### src/rtl/ddr_a2m_cmd_split_pkg.sv
// Shared AXI parameters for the AXI-to-MBA command splitter: beat-size codes,
// FSM state encoding and the per-command byte-count helper.
package ddr_a2m_cmd_split_pkg;

  localparam logic [2:0] P_ASIZE_1  = 3'd0;
  localparam logic [2:0] P_ASIZE_2  = 3'd1;
  localparam logic [2:0] P_ASIZE_4  = 3'd2;
  localparam logic [2:0] P_ASIZE_8  = 3'd3;
  localparam logic [2:0] P_ASIZE_16 = 3'd4;

  localparam int P_TOTAL_W = 13;

  typedef enum logic [0:0] {
    ST_IDLE  = 1'b0,
    ST_SPLIT = 1'b1
  } state_e;

  // Bytes in the next command: what is left, clipped at the chunk boundary.
  function automatic logic [8:0] chunk_bytes(input logic [12:0] rem,
                                             input logic [8:0]  space);
    if (rem < {4'd0, space}) begin
      return rem[8:0];
    end else begin
      return space;
    end
  endfunction

endpackage

### src/rtl/ddr_a2m_cmd_split_if.sv
// AXI address channel in, MBA command channel out, plus the illegal-size flag.
interface ddr_a2m_cmd_split_if;
  logic        AXVALID;
  logic        AXREADY;
  logic [31:0] AXADDR;
  logic [7:0]  AXLEN;
  logic [2:0]  AXSIZE;
  logic [3:0]  AXID;
  logic        MVALID;
  logic        MREADY;
  logic [31:0] MADDR;
  logic [8:0]  MBYTES;
  logic [3:0]  MID;
  logic        MLAST;
  logic        ERR;

  modport slave (
    input  AXVALID, AXADDR, AXLEN, AXSIZE, AXID, MREADY,
    output AXREADY, MVALID, MADDR, MBYTES, MID, MLAST, ERR
  );

  modport master (
    output AXVALID, AXADDR, AXLEN, AXSIZE, AXID, MREADY,
    input  AXREADY, MVALID, MADDR, MBYTES, MID, MLAST, ERR
  );
endinterface

### src/rtl/ddr_a2m_cmd_split_total.sv
// AXI total transfer size: (AXLEN+1) << AXSIZE for sizes up to 16 bytes,
// zero for any wider beat code so the caller can flag it.
module ddr_a2m_cmd_split_total
  import ddr_a2m_cmd_split_pkg::*;
(
  input  logic [7:0]           len_i,
  input  logic [2:0]           size_i,
  output logic [P_TOTAL_W-1:0] total_o
);

  logic [P_TOTAL_W-1:0] beats_s;

  assign beats_s = {5'd0, len_i} + 13'd1;

  // Scale the beat count by the beat size.
  always_comb begin
    total_o = 13'd0;
    case (size_i)
      P_ASIZE_1:  total_o = beats_s;
      P_ASIZE_2:  total_o = beats_s << 1;
      P_ASIZE_4:  total_o = beats_s << 2;
      P_ASIZE_8:  total_o = beats_s << 3;
      P_ASIZE_16: total_o = beats_s << 4;
      default:    total_o = 13'd0;
    endcase
  end

endmodule

### src/rtl/ddr_a2m_cmd_split.sv
// Splits one AXI INCR address command into MBA commands that never cross a
// P_CHUNK-byte boundary; one burst in flight, no AXI accept while splitting.
module ddr_a2m_cmd_split
  import ddr_a2m_cmd_split_pkg::*;
#(
  parameter int P_CHUNK = 64
) (
  input logic                CLK,
  input logic                RST_N,
  ddr_a2m_cmd_split_if.slave bus
);

  localparam int OFS_W = $clog2(P_CHUNK);

  state_e                state_q;
  logic [31:0]           addr_q;
  logic [P_TOTAL_W-1:0]  rem_q;
  logic [3:0]            id_q;
  logic                  axready_q;
  logic                  mvalid_q;
  logic                  err_q;

  logic [P_TOTAL_W-1:0]  total_s;
  logic [OFS_W-1:0]      ofs_s;
  logic [8:0]            space_s;
  logic [8:0]            mbytes_s;
  logic                  mlast_s;
  logic                  ax_fire_s;
  logic                  m_fire_s;

  ddr_a2m_cmd_split_total u_total (
    .len_i   (bus.AXLEN),
    .size_i  (bus.AXSIZE),
    .total_o (total_s)
  );

  assign ofs_s     = addr_q[OFS_W-1:0];
  assign space_s   = 9'(P_CHUNK) - 9'(ofs_s);
  assign ax_fire_s = bus.AXVALID & axready_q;
  assign m_fire_s  = bus.MREADY & mvalid_q;

  // Current command size and last flag, from registered state only.
  always_comb begin
    mbytes_s = 9'd0;
    mlast_s  = 1'b0;
    if (state_q == ST_SPLIT) begin
      mbytes_s = chunk_bytes(rem_q, space_s);
      mlast_s  = ({4'd0, mbytes_s} == rem_q);
    end else begin
      mbytes_s = 9'd0;
      mlast_s  = 1'b0;
    end
  end

  // Burst FSM with registered handshake and error outputs.
  always_ff @(posedge CLK) begin
    if (!RST_N) begin
      state_q   <= ST_IDLE;
      addr_q    <= 32'd0;
      rem_q     <= 13'd0;
      id_q      <= 4'd0;
      axready_q <= 1'b1;
      mvalid_q  <= 1'b0;
      err_q     <= 1'b0;
    end else begin
      err_q <= 1'b0;
      case (state_q)
        ST_IDLE: begin
          if (ax_fire_s) begin
            if (total_s != 13'd0) begin
              addr_q    <= bus.AXADDR;
              rem_q     <= total_s;
              id_q      <= bus.AXID;
              state_q   <= ST_SPLIT;
              axready_q <= 1'b0;
              mvalid_q  <= 1'b1;
            end else begin
              err_q <= 1'b1;
            end
          end
        end
        ST_SPLIT: begin
          if (m_fire_s) begin
            addr_q <= addr_q + {23'd0, mbytes_s};
            rem_q  <= rem_q - {4'd0, mbytes_s};
            if (mlast_s) begin
              state_q   <= ST_IDLE;
              axready_q <= 1'b1;
              mvalid_q  <= 1'b0;
            end
          end
        end
        default: begin
          state_q   <= ST_IDLE;
          axready_q <= 1'b1;
          mvalid_q  <= 1'b0;
        end
      endcase
    end
  end

  assign bus.AXREADY = axready_q;
  assign bus.MVALID  = mvalid_q;
  assign bus.MADDR   = addr_q;
  assign bus.MBYTES  = mbytes_s;
  assign bus.MID     = id_q;
  assign bus.MLAST   = mlast_s;
  assign bus.ERR     = err_q;

endmodule
### src/flat_wrapper.sv
// flat-port wrapper written by rule: the top's interface ports become plain ports
module ddr_a2m_cmd_split_flat import ddr_a2m_cmd_split_pkg::*;
#(
  parameter int P_CHUNK = 64
)
  (CLK, RST_N, bus_AXVALID, bus_AXADDR, bus_AXLEN, bus_AXSIZE, bus_AXID, bus_MREADY, bus_AXREADY, bus_MVALID, bus_MADDR, bus_MBYTES, bus_MID, bus_MLAST, bus_ERR);
  ddr_a2m_cmd_split_if bus_i ();
  input logic CLK;
  input logic RST_N;
  input wire logic [$bits(bus_i.AXVALID)-1:0] bus_AXVALID;
  input wire logic [$bits(bus_i.AXADDR)-1:0] bus_AXADDR;
  input wire logic [$bits(bus_i.AXLEN)-1:0] bus_AXLEN;
  input wire logic [$bits(bus_i.AXSIZE)-1:0] bus_AXSIZE;
  input wire logic [$bits(bus_i.AXID)-1:0] bus_AXID;
  input wire logic [$bits(bus_i.MREADY)-1:0] bus_MREADY;
  output wire logic [$bits(bus_i.AXREADY)-1:0] bus_AXREADY;
  output wire logic [$bits(bus_i.MVALID)-1:0] bus_MVALID;
  output wire logic [$bits(bus_i.MADDR)-1:0] bus_MADDR;
  output wire logic [$bits(bus_i.MBYTES)-1:0] bus_MBYTES;
  output wire logic [$bits(bus_i.MID)-1:0] bus_MID;
  output wire logic [$bits(bus_i.MLAST)-1:0] bus_MLAST;
  output wire logic [$bits(bus_i.ERR)-1:0] bus_ERR;
  assign bus_i.AXVALID = bus_AXVALID;
  assign bus_i.AXADDR = bus_AXADDR;
  assign bus_i.AXLEN = bus_AXLEN;
  assign bus_i.AXSIZE = bus_AXSIZE;
  assign bus_i.AXID = bus_AXID;
  assign bus_i.MREADY = bus_MREADY;
  assign bus_AXREADY = bus_i.AXREADY;
  assign bus_MVALID = bus_i.MVALID;
  assign bus_MADDR = bus_i.MADDR;
  assign bus_MBYTES = bus_i.MBYTES;
  assign bus_MID = bus_i.MID;
  assign bus_MLAST = bus_i.MLAST;
  assign bus_ERR = bus_i.ERR;
  ddr_a2m_cmd_split #(.P_CHUNK(P_CHUNK)) u_core (.CLK(CLK), .RST_N(RST_N), .bus(bus_i));
endmodule
### config.mk
export PLATFORM = sky130hd
export DESIGN_NAME = ddr_a2m_cmd_split_flat
export DESIGN_NICKNAME = d
export VERILOG_FILES = /design/src/rtl/ddr_a2m_cmd_split_pkg.sv /design/src/rtl/ddr_a2m_cmd_split_if.sv /design/src/rtl/ddr_a2m_cmd_split_total.sv /design/src/rtl/ddr_a2m_cmd_split.sv /design/src/flat_wrapper.sv
export SDC_FILE = /design/constraint.sdc
export NUM_CORES = 1
export LEC_CHECK = 0
export BUFFER_PORTS_ARGS = -buffer_cell sky130_fd_sc_hd__buf_2
export CAP_MARGIN = 30
export CELL_PAD_IN_SITES_DETAIL_PLACEMENT = 0
export CELL_PAD_IN_SITES_GLOBAL_PLACEMENT = 2
export CORE_ASPECT_RATIO = 1.25
export CORE_MARGIN = 2
export CORE_UTILIZATION = 31
export DETAILED_ROUTE_END_ITERATION = 10
export PLACE_DENSITY_LB_ADDON = 0.1
export SYNTH_ARGS = -nofsm -noshare
export SYNTH_HDL_FRONTEND = slang
export SYNTH_SLANG_ARGS = --single-unit
### constraint.sdc
create_clock -name CLK -period 6.8 [get_ports CLK]
set_input_delay 0.68 -clock CLK [delete_from_list [all_inputs] [get_ports CLK]]
set_output_delay 0.68 -clock CLK [all_outputs]
set_load 0.05 [all_outputs]
==> flow_metrics.py <==
metrics = {
    "finish": {
        "area_growth_pct": 17.01,
        "seq_area_um2": 1062,
        "antenna_cells": 0,
        "finalNonFillerCells": 897,
        "drive_above_1_share_pct": 18.18,
        "filler_cell_count": 1622,
        "fin_nets": 793,
        "multi_input_area_um2": 3361,
        "final_area_um2": 5525,
    },
    "power": {
        "p_leak_uw": 0.002246,
        "power_uw": 1747,
        "ir_worst_vdd_mv": 0.1020,
        "p_per_area_nw_per_um2": 316.2,
    },
    "hold_path": {
        "worstHoldPathType": "reg -> reg",
        "min-delay-start": "u_core.bus.MID[0]$_SDFFE_PN0P_",
        "hold_depth": 2,
        "hold_end": "u_core.bus.MID[0]$_SDFFE_PN0P_",
    },
    "sta": {
        "max_freq_mhz": 188.6,
        "fin_crit_ps": 5302,
        "tns_ps": 0,
        "fin_crit_sh_pct": 77.97,
        "rsz0062_at_grt": "no",
        "tightest_slew_ps": 933.5,
        "finalHoldViolCount": 0,
        "skew_ps": 7.216,
        "slew_viol_final": 0,
        "slew_headroom_pct": 37.70,
        "setup_viol": 0,
    },
    "grt": {
        "grt_antenna_before_repair": 0,
        "grt_max_degree": 74,
        "grt_use_total_pct": 20.44,
        "grt_pass1_wl_um": 26800,
        "grt_pass1_vias": 4995,
        "grt_overflow": 0,
    },
    "floorplan": {
        "start_util_pct": 31.58,
        "io_pins": 100,
        "fp.coreArea_um2": 14950,
        "fp.dieH_um": 142.0,
        "dieArea_um2": 16240,
        "chipWidth_um": 114.4,
        "row_count": 50,
    },
    "worst_setup_path": {
        "arrival_ps": 5500,
        "r2r_cells": 22,
        "crit_path_start_kind": "flop",
        "cp-end-kind": "flop",
        "cp.required_ps": 6990,
        "path_class": "reg -> reg",
        "reg2reg_from": "u_core.bus.MADDR[0]$_SDFFE_PN0P_",
        "critPathMaxFanout": 15,
        "regToRegSetupSlack_ps": 1500,
        "r2r-end": "u_core.bus.MADDR[26]$_SDFFE_PN0P_",
    },
    "routing": {
        "drtAntennaViolNets": 0,
        "routed_wl_um": 16620,
        "viasPerCell": 5.750,
        "post_drt_wl_per_cell_um": 18.53,
        "num_vias": 5158,
        "drcViolationCount": 0,
        "drt_iter0_drc": 393,
        "first_pass_iters": 5,
    },
    "clock_network": {
        "cts_root_buffer": "clkbuf_16",
        "cts_sinks": 53,
        "clockBufferDepth": 2,
        "cts_tree": "built",
        "cts_resized": 0,
        "cts_hold_buf": 0,
        "clkLatencyLatePin_ps": 300,
        "cts_buffers": 5,
        "htree_levels": 2,
        "post_cts_buffers": 0,
        "clkTransAtPathRegs_ps": 80,
    },
    "synth": {
        "syn-cell-area_um2": 4722,
        "yosysSeqAreaShare_pct": 22.47,
        "synth-main-ff-cell": "dfxtp_1",
        "synth-edff-count": 0,
        "synthArstFlopShare_pct": 0,
        "yosysWarnings": 0,
        "yosysUniqueCellTypes": 70,
        "ys_seq_elements": 53,
        "synthCells": 643,
        "avgSynthCellArea_um2": 7.344,
    },
    "run_status": {
        "status": "finished, final reports clean",
    },
    "placed_design": {
        "dp_cells": 889,
        "placed_area_um2": 5331,
        "routabilityCongestion": 0.8601,
        "dpl.hpwl_um": 11920,
        "io_buffers": 97,
    },
    "job": {
        "cap_violations": 0,
    },
}
## cells in the mapped netlist, drive strengths merged (7+ instances only)
cell / number / share of area, %
a2111oi: 9 / 1.7
a211oi: 21 / 3.3
a21oi: 40 / 4.2
and2: 7 / 0.93
buf: 19 / 2.1
clkbuf: 28 / 2.2
dfxtp: 53 / 22
ha: 26 / 6.9
inv: 29 / 2.3
nand2: 67 / 5.3
nand2b: 9 / 1.2
nand3: 28 / 3.1
nand4: 10 / 1.3
nor2: 48 / 3.8
nor2b: 11 / 1.5
nor3: 23 / 2.4
o211ai: 20 / 3.2
o21ai: 39 / 4.1
o22ai: 9 / 1.2
o2bb2a: 7 / 1.5
o31ai: 8 / 1.3
or3: 8 / 1.1
xnor2: 12 / 2.2
xor2: 10 / 1.9
## area by class of cell
type,count,share of cell area (%)
clock buffer,5,2.264
timing repair buffer,107,10.28
sequential,53,19.23
clock inverter,3,1.245
inverter,30,2.038
multi-input combinational,517,60.82
tap,182,4.121
## placed cells by master (no fill, tap or decap), types with 8 or more instances in the layout
cell        n
a2111oi_0   8
a211oi_1   21
a21oi_1    40
buf_2      97
buf_4       9
dfxtp_1    52
ha_1       26
inv_1      29
nand2_1    67
nand2b_1    9
nand3_1    27
nand4_1    10
nor2_1     47
nor2b_1    11
nor3_1     23
o211ai_1   20
o21ai_0    37
o22ai_1     9
o31ai_1     8
or3_1       8
xnor2_1    12
xor2_1     10
## report_power, final
group          switching [uW]  leakage, uW  total [uW]  internal (uW)
registers                70.6     0.000436         436            366
clock network             138    0.0000944         351            213
logic                     632      0.00172         960            328
## worst max-delay path by stage
stage,from,end
detailed placement,u_core.bus.MADDR[0]$_SDFFE_PN0P_,u_core.bus.MADDR[26]$_SDFFE_PN0P_
finish,u_core.bus.MADDR[0]$_SDFFE_PN0P_,u_core.bus.MADDR[26]$_SDFFE_PN0P_
floorplan,u_core.bus.MADDR[0]$_SDFFE_PN0P_,u_core.bus.MADDR[25]$_SDFFE_PN0P_
global placement,u_core.bus.MADDR[0]$_SDFFE_PN0P_,u_core.bus.MADDR[26]$_SDFFE_PN0P_
global route,u_core.bus.MADDR[0]$_SDFFE_PN0P_,u_core.bus.MADDR[26]$_SDFFE_PN0P_
CTS,u_core.bus.MADDR[0]$_SDFFE_PN0P_,u_core.bus.MADDR[26]$_SDFFE_PN0P_
## flip-flops by register name, summed over array words and instances, names as in the netlist
name	cells
u_core.bus.MID	4
u_core.rem_q	13
u_core.bus.ERR	1
u_core.bus.AXREADY	1
u_core.bus.MVALID	1
u_core.state_q	1
u_core.bus.MADDR	32
## through the flow
step | hold slack (ps) | setup slack (ps) | utilization (%)
5_1_grt | 501.0 | 1023 | 36.95
3_3_place_gp | 451.5 | 1636 | 35.56
6_report | 470.4 | 1498 | 36.95
3_5_place_dp | 461.9 | 1584 | 35.66
4_1_cts | 476.0 | 1553 | 36.95
2_1_floorplan | 447.0 | 871.8 | -
## kinds of logic (layout without fill, tap and decap cells)
kind of cell               Yosys count  count (layout)  share of synthesized area [%]
DFF                                 53              53                          22.47
AOI/OAI and AO/OA                  218             218                          32.22
other                                2               6                         0.1590
adders and majority gates           28              28                          7.737
buffers and inverters               77             145                          6.730
and+or+nand+nor                    234             234                          24.62
muxes                                9               9                          1.987
xor gates and xnor gates            22              22                          4.080
## routing by layer
layer	vias to the layer above	share of wire (%)	GRT usage, %
met5	-	0	0
met3	15	2.3	1.533
li1	2554	-	-
met1	2491	43	24.74
met2	98	53	38.43
met4	0	1.4	5.456
## worst max-delay path: stages, from the launching register on
cell,delay [ps]
dfxtp_1,430
inv_1,120
ha_1,260
xor2_1,280
ha_1,300
a21o_1,160
a31oi_1,140
o21ai_0,120
a31oi_1,210
buf_4,230
nor2_1,60
a21oi_1,110
nor2_1,90
ha_1,250
fa_1,420
a21o_1,200
a21oi_1,270
o21bai_1,170
a41o_1,390
and4_1,360
a41oi_1,250
nor3_1,50
o2bb2a_1,300
No activity file was read; power rests on OpenSTA's default activity.
